==> src/rtl/keypad_scan_controller.sv <==
// keypad_scan_controller: 4x4 keypad column scanner with tick-paced press and release debounce.
module keypad_scan_controller #(
    parameter int DEBOUNCE_TICKS = 4
) (
    input  logic       clk,
    input  logic       reset,
    input  logic       tick,
    input  logic [3:0] rows_n,
    output logic [3:0] cols_n,
    output logic [3:0] key_code,
    output logic       key_valid,
    output logic       key_held
);
    localparam int CW = $clog2(DEBOUNCE_TICKS + 1);
    localparam logic [CW-1:0] LAST = CW'(DEBOUNCE_TICKS - 1);
    typedef enum logic [1:0] {SCAN, DEB_PRESS, HELD, DEB_REL} state_t;
    state_t state, state_nxt;
    logic [3:0] rows_meta, rs, code_nxt;
    logic [1:0] col_idx, col_nxt, row, row_nxt, row_lo;
    logic [CW-1:0] cnt, cnt_nxt;
    logic held_nxt, valid_nxt, hit;
    assign row_lo = !rs[0] ? 2'd0 : !rs[1] ? 2'd1 : !rs[2] ? 2'd2 : 2'd3;
    assign hit = !rs[row];
    always_ff @(posedge clk) begin
        if (!reset) begin
            rows_meta <= 4'hF;
            rs        <= 4'hF;
            state     <= SCAN;
            col_idx   <= 2'd0;
            cols_n    <= 4'b1110;
            cnt       <= '0;
            row       <= 2'd0;
            key_code  <= 4'd0;
            key_valid <= 1'b0;
            key_held  <= 1'b0;
        end else begin
            rows_meta <= rows_n;
            rs        <= rows_meta;
            state     <= state_nxt;
            col_idx   <= col_nxt;
            cols_n    <= ~(4'b0001 << col_nxt);
            cnt       <= cnt_nxt;
            row       <= row_nxt;
            key_code  <= code_nxt;
            key_valid <= valid_nxt;
            key_held  <= held_nxt;
        end
    end
    always_comb begin
        state_nxt = state;
        col_nxt   = col_idx;
        cnt_nxt   = cnt;
        row_nxt   = row;
        code_nxt  = key_code;
        held_nxt  = key_held;
        valid_nxt = 1'b0;
        if (tick) begin
            case (state)
                SCAN:
                    if (rs == 4'hF) col_nxt = col_idx + 2'd1;
                    else begin
                        row_nxt   = row_lo;
                        cnt_nxt   = '0;
                        state_nxt = DEB_PRESS;
                    end
                DEB_PRESS:
                    if (!hit) begin
                        cnt_nxt   = '0;
                        state_nxt = SCAN;
                    end else if (cnt != LAST) cnt_nxt = cnt + CW'(1);
                    else begin
                        code_nxt  = {row, col_idx};
                        held_nxt  = 1'b1;
                        valid_nxt = 1'b1;
                        state_nxt = HELD;
                    end
                // Column stays frozen; other rows are deliberately ignored (no rollover).
                HELD:
                    if (!hit) begin
                        cnt_nxt   = '0;
                        state_nxt = DEB_REL;
                    end
                DEB_REL:
                    if (hit) begin
                        cnt_nxt   = '0;
                        state_nxt = HELD;
                    end else if (cnt != LAST) cnt_nxt = cnt + CW'(1);
                    else begin
                        held_nxt  = 1'b0;
                        col_nxt   = col_idx + 2'd1;
                        state_nxt = SCAN;
                    end
            endcase
        end
    end
endmodule

==> config.mk <==
export PLATFORM = sky130hd
export DESIGN_NAME = keypad_scan_controller
export DESIGN_NICKNAME = d
export VERILOG_FILES = /design/src/rtl/keypad_scan_controller.sv
export SDC_FILE = /design/constraint.sdc
export NUM_CORES = 1
export LEC_CHECK = 0
export ABC_CLOCK_PERIOD_IN_PS = 2000
export BUFFER_PORTS_ARGS = -buffer_cell sky130_fd_sc_hd__buf_2
export CAP_MARGIN = 0
export CORE_ASPECT_RATIO = 1.4
export CORE_UTILIZATION = 44
export DETAILED_ROUTE_END_ITERATION = 8
export PLACE_DENSITY = 0.72
export SYNTH_ARGS = -nofsm -noshare
export SYNTH_HDL_FRONTEND = slang
export SYNTH_SLANG_ARGS = --single-unit
==> constraint.sdc <==
create_clock -name clk -period 2 [get_ports clk]
set_input_delay 0.3 -clock clk [delete_from_list [all_inputs] [get_ports clk]]
set_output_delay 0.3 -clock clk [all_outputs]
set_load 0.005 [all_outputs]
* Word-level counts from Yosys, hierarchy flattened
Cells that the tools add are included. W data, S select, Z words.
Operators by class: $add $sub $neg 2, $lt $le $gt $ge 1, eq/ne operators 13, shifts and indexed selects 1, muxes and demuxes 29, bitwise operators 7, reduce and logical (&&, ||, !) cells 8
Operators with widths (count):
- $mux W2 | 12
- $mux W3 | 5
- $ne A2 B2 Y1 const B | 6
- $pmux W3 S4 | 1
- $pmux W2 S4 | 1
- $mux W1 | 7
- $ne A3 B3 Y1 const B | 2
- $not A1 Y1 | 6
- $reduce_and A3 Y1 | 2
- $reduce_and A6 Y1 | 1
- $reduce_and A5 Y1 | 1
- $eq A2 B2 Y1 const B | 2
- $eq A4 B4 Y1 const B | 1
- $not A4 Y4 | 1
- $pmux W2 S2 | 1
- $reduce_and A4 Y1 | 1
- $reduce_or A4 Y1 | 1
- $shl A1 B2 Y4 const A | 1
- $add A3 B1 Y3 const B | 1
- $lt A2 B3 Y1 const B | 1
- $ne A3 B2 Y1 const B | 1
- $add A2 B1 Y2 const B | 1
- $bmux W1 S2 | 1
- $eq A2 B1 Y1 const B | 1
- 3 further kinds | 3
Word-level totals: flip-flop bits (word level) 27, input port bits 7, output and inout bits 10, logic and storage cells 71

* Depth between registers and ports, before layout
word-level depth 7, depth in mapped cells 7, depth with buffers taken out 6

* Worst setup path before layout
Ideal clock, no wire load.
path type register -> register, from register row[0], to register cols_n[2], library setup time 120 ps, arrival 1721 ps, required time 1880 ps, path slack 160 ps, cell stages (with the launch flop) 6, path buffers 1, period minus slack after synthesis 1840 ps, cell sequence dfxtp_1 -> mux4_2 -> buf_6 -> a32o_2 -> a21o_1 -> a211o_1
Between the ends: longest elaborated chain between the ends 7
RTL lines:
- start, declared | RTL line 19 | logic [1:0] col_idx, col_nxt, row, row_nxt, row_lo;
- start signal, assigned | RTL line 43 | row <= row_nxt;
- $bmux W1 S2 | RTL line 23 | assign hit = !rs[row];
- $mux W1 (not written as such) | RTL line 23
- $mux W2 | RTL line 84 | if (hit) begin
- $pmux W2 S2 | RTL line 58 | case (state)
- $mux W2 | RTL line 57 | if (tick) begin
- $shl A1 B2 Y4 | RTL line 41 | cols_n <= ~(4'b0001 << col_nxt);
- $not A4 Y4 | RTL line 41
- end signal, assigned | RTL line 41
- end, declared | RTL line 9 | output logic [3:0] cols_n,
Every way passes these cells. The select of a mux whose other input is x is not followed. A chain may end at the register's enable or synchronous reset.

* Worst setup path in the final report
Ends and elaborated chain as after synthesis.

==> impl_metrics.py <==
metrics = {
    "run_status": {
        "outcome": "complete, no violations",
    },
    "floorplanning": {
        "die_x_um": 46.9,
        "die_h_um": 64.8,
        "ios": 17,
        "rows": 22,
        "core_mm2": 0.00264,
        "dieArea_mm2": 0.00304,
        "initial_core_util_pct": 47.0,
    },
    "setup_path": {
        "cp-start-kind": "flip-flop",
        "path_class": "flip-flop to flip-flop",
        "critPathMaxFanout": 6,
        "critPathArrivalTime_ps": 2090,
        "required_ps": 2230,
        "setup.worst_path.end_class": "flip-flop",
    },
    "min_path": {
        "hold_path.class": "input pin to flip-flop",
    },
    "timing": {
        "slew_violations": 0,
        "fin_setup_tns_ps": 0,
        "fmax_mhz": 537,
        "finalSetupViolations": 0,
        "rsz0062_at_grt": "false",
        "final-hold-violation-count": 0,
        "max_slew.worst_pin.slew_ps": 365,
        "final.setup.worst_slack_ps": 138,
        "max_slew_margin_pct": 75.4,
        "period_minus_slack_ps": 1860,
        "worst_clock_skew_ps": 3.51,
        "fin_crit_sh_pct": 93.1,
    },
    "clock_tree": {
        "cts_num_sinks": 27,
        "cts_tree": "yes",
        "postCtsSetupRepairBufs": 0,
        "clock-root-buffer": "clkbuf_4",
        "clock_path_buffers": 2,
        "htreeDepth": 1,
        "clk_pin_slew_ps": 130,
        "cts_buffers": 3,
        "insertion_delay_ps": 320,
        "cts_hold_buf": 0,
    },
    "synth": {
        "ys_top_cells_by_area": "dfxtp_1 (44%), mux2i_1 (6.5%), ha_1 (5.0%), nand2b_1 (4.5%), o21ai_0 (3.6%)",
        "synth_cell_types": 37,
        "synth_edf_count": 0,
        "synthesis.area_mm2": 0.00124,
        "ys_ff_latch": 27,
        "yosysTopAreaCell": "dfxtp_1",
        "synth_fp_nets": 143,
        "ys_top_cells_by_count": "dfxtp_1 (27), nand2b_1 (9), o21ai_0 (9)",
        "synth.most_common_cell": "dfxtp_1",
        "yosysWarnings": 0,
        "syn_area_per_cell_um2": 9.47,
        "yosys.area.top_type_share_pct": 43.5,
        "yosys_most_used_dff": "dfxtp_1",
        "synth.yosys.seq_area_share_pct": 43.5,
        "syn_inst": 131,
        "synthArstFlopShare_pct": 0,
    },
    "power_and_ir_drop": {
        "p_int_uw": 716,
        "p_leak_uw": 0.000565,
        "power.density_mw_per_mm2": 705,
        "power_frac_seq_pct": 60.1,
        "swShare_pct": 26.7,
        "power.switching_uw": 261,
        "peakVddDrop_uv": 509,
        "p_comb_share_pct": 16.2,
        "p_clk_share_pct": 23.7,
    },
    "run": {
        "cap_violations": 0,
    },
    "route": {
        "firstDrtPassIters": 4,
        "drt.antenna.violating_nets": 0,
        "drc": 0,
        "drt_wl_total_um": 2390,
        "vias": 1001,
        "drt-vias-per-instance": 5.44,
        "routedWlPerCell_um": 13.0,
        "drtIter0Drc": 18,
    },
    "placement": {
        "place_area_mm2": 0.00136,
        "hpwl_um": 1800,
        "io_buffers": 16,
        "place_ws_ps": 141,
        "globalplace.congestion": 0.886,
    },
    "global_route": {
        "antenna_found_initial": 0,
        "overflow": 0,
        "grt_use_total_pct": 18.6,
        "grt_pass1_wl_um": 4020,
        "first_global_vias": 970,
        "grt_max_degree": 23,
    },
    "cells_and_area": {
        "layout-drive-gt1-share_pct": 18.9,
        "area_growth_pct": 11.7,
        "antenna_cells": 0,
        "nets": 161,
        "final_area_mm2": 0.00139,
    },
}
[critical path, cell delays in order (launching register included)]
cell,delay (ps)
dfxtp_1,400
mux4_2,570
a32o_2,340
a21o_1,210
a211o_1,260
[cells by family after synthesis]
kind of cell             count (synthesis)  share of synthesized area [%]
flip-flops                              27                           43.5
adder cells (fa/ha/maj)                  5                           5.04
multiplexers                             9                           8.27
AND/OR/NAND/NOR                         42                           19.2
AO/OA/AOI/OAI                           34                           19.0
buffers and inverters                   14                           5.04
[state kept, by name, summed over array words and instances, names as in the netlist, named ones only]
signal,flops
state,1
col_idx,2
rs,4
key_code,4
key_held,1
key_valid,1
cols_n,4
rows_meta,4
row,2
cnt,3
[power by group through the flow]
stage | combinational, uW | clock, uW | sequential (uW)
global route | 179 | 259 | 591
finish | 158 | 232 | 587
global placement | 151 | 0 | 598
CTS | 159 | 241 | 587
detailed placement | 158 | 0 | 598
floorplan | 116 | 0 | 594
[path summary, 6_finish.rpt]
kind                   to  slack [ps]  cells after the start    startpoint
min reg2reg         rs[3]         420                      1  rows_meta[3]
max reg2reg     cols_n[2]         140                      4        row[0]
min          rows_meta[0]         150                      2     rows_n[0]
max             cols_n[2]         140                      4        row[0]
[cell type report]
class / instances / area, um^2
inverters: 7 / 26.3
flip-flops and latches: 27 / 541
clock buffers: 4 / 26.3
fillers: 284 / 1260
well taps: 36 / 45.0
repair buffers: 20 / 110
multi-input cells: 90 / 638
[layout by cell type (no fill, tap or decap), drive strengths merged, types with 2 or more instances in the layout]
cell type / count
dfxtp: 27
buf: 20
o21ai: 9
nand2b: 9
mux2i: 8
nand2: 7
inv: 7
a21oi: 7
nor2: 6
nor2b: 6
ha: 5
o2111ai: 4
o211ai: 4
clkbuf: 4
nand4: 3
a21boi: 2
or3: 2
and2: 2
[routing by layer]
metal	share of wire, %	up-vias	global-route usage [%]
met4	2.2	0	10.7
met5	0	-	0
met2	54	18	31.6
met1	41	476	20.4
met3	2.8	5	3.34
li1	-	502	-
[through the flow]
stage          hold WS, ps  total power (uW)  instances  util (%)
6_report               146               977        184      52.5
5_1_grt                121              1030        184      52.5
4_1_cts                136               986        184      52.5
3_5_place_dp           391               756        180      51.5
3_3_place_gp           391               748        180      51.5
2_1_floorplan          373               710        131         -
[what timing repair did]
| action | 4_1_cts | 5_1_grt |
|---|---|---|
| setup endpoints to repair | 0 | 1 |
| endpoints found under the hold margin | 0 | 0 |
| resized for setup | 0 | 1 |
Power figures use the tool's default switching activity.
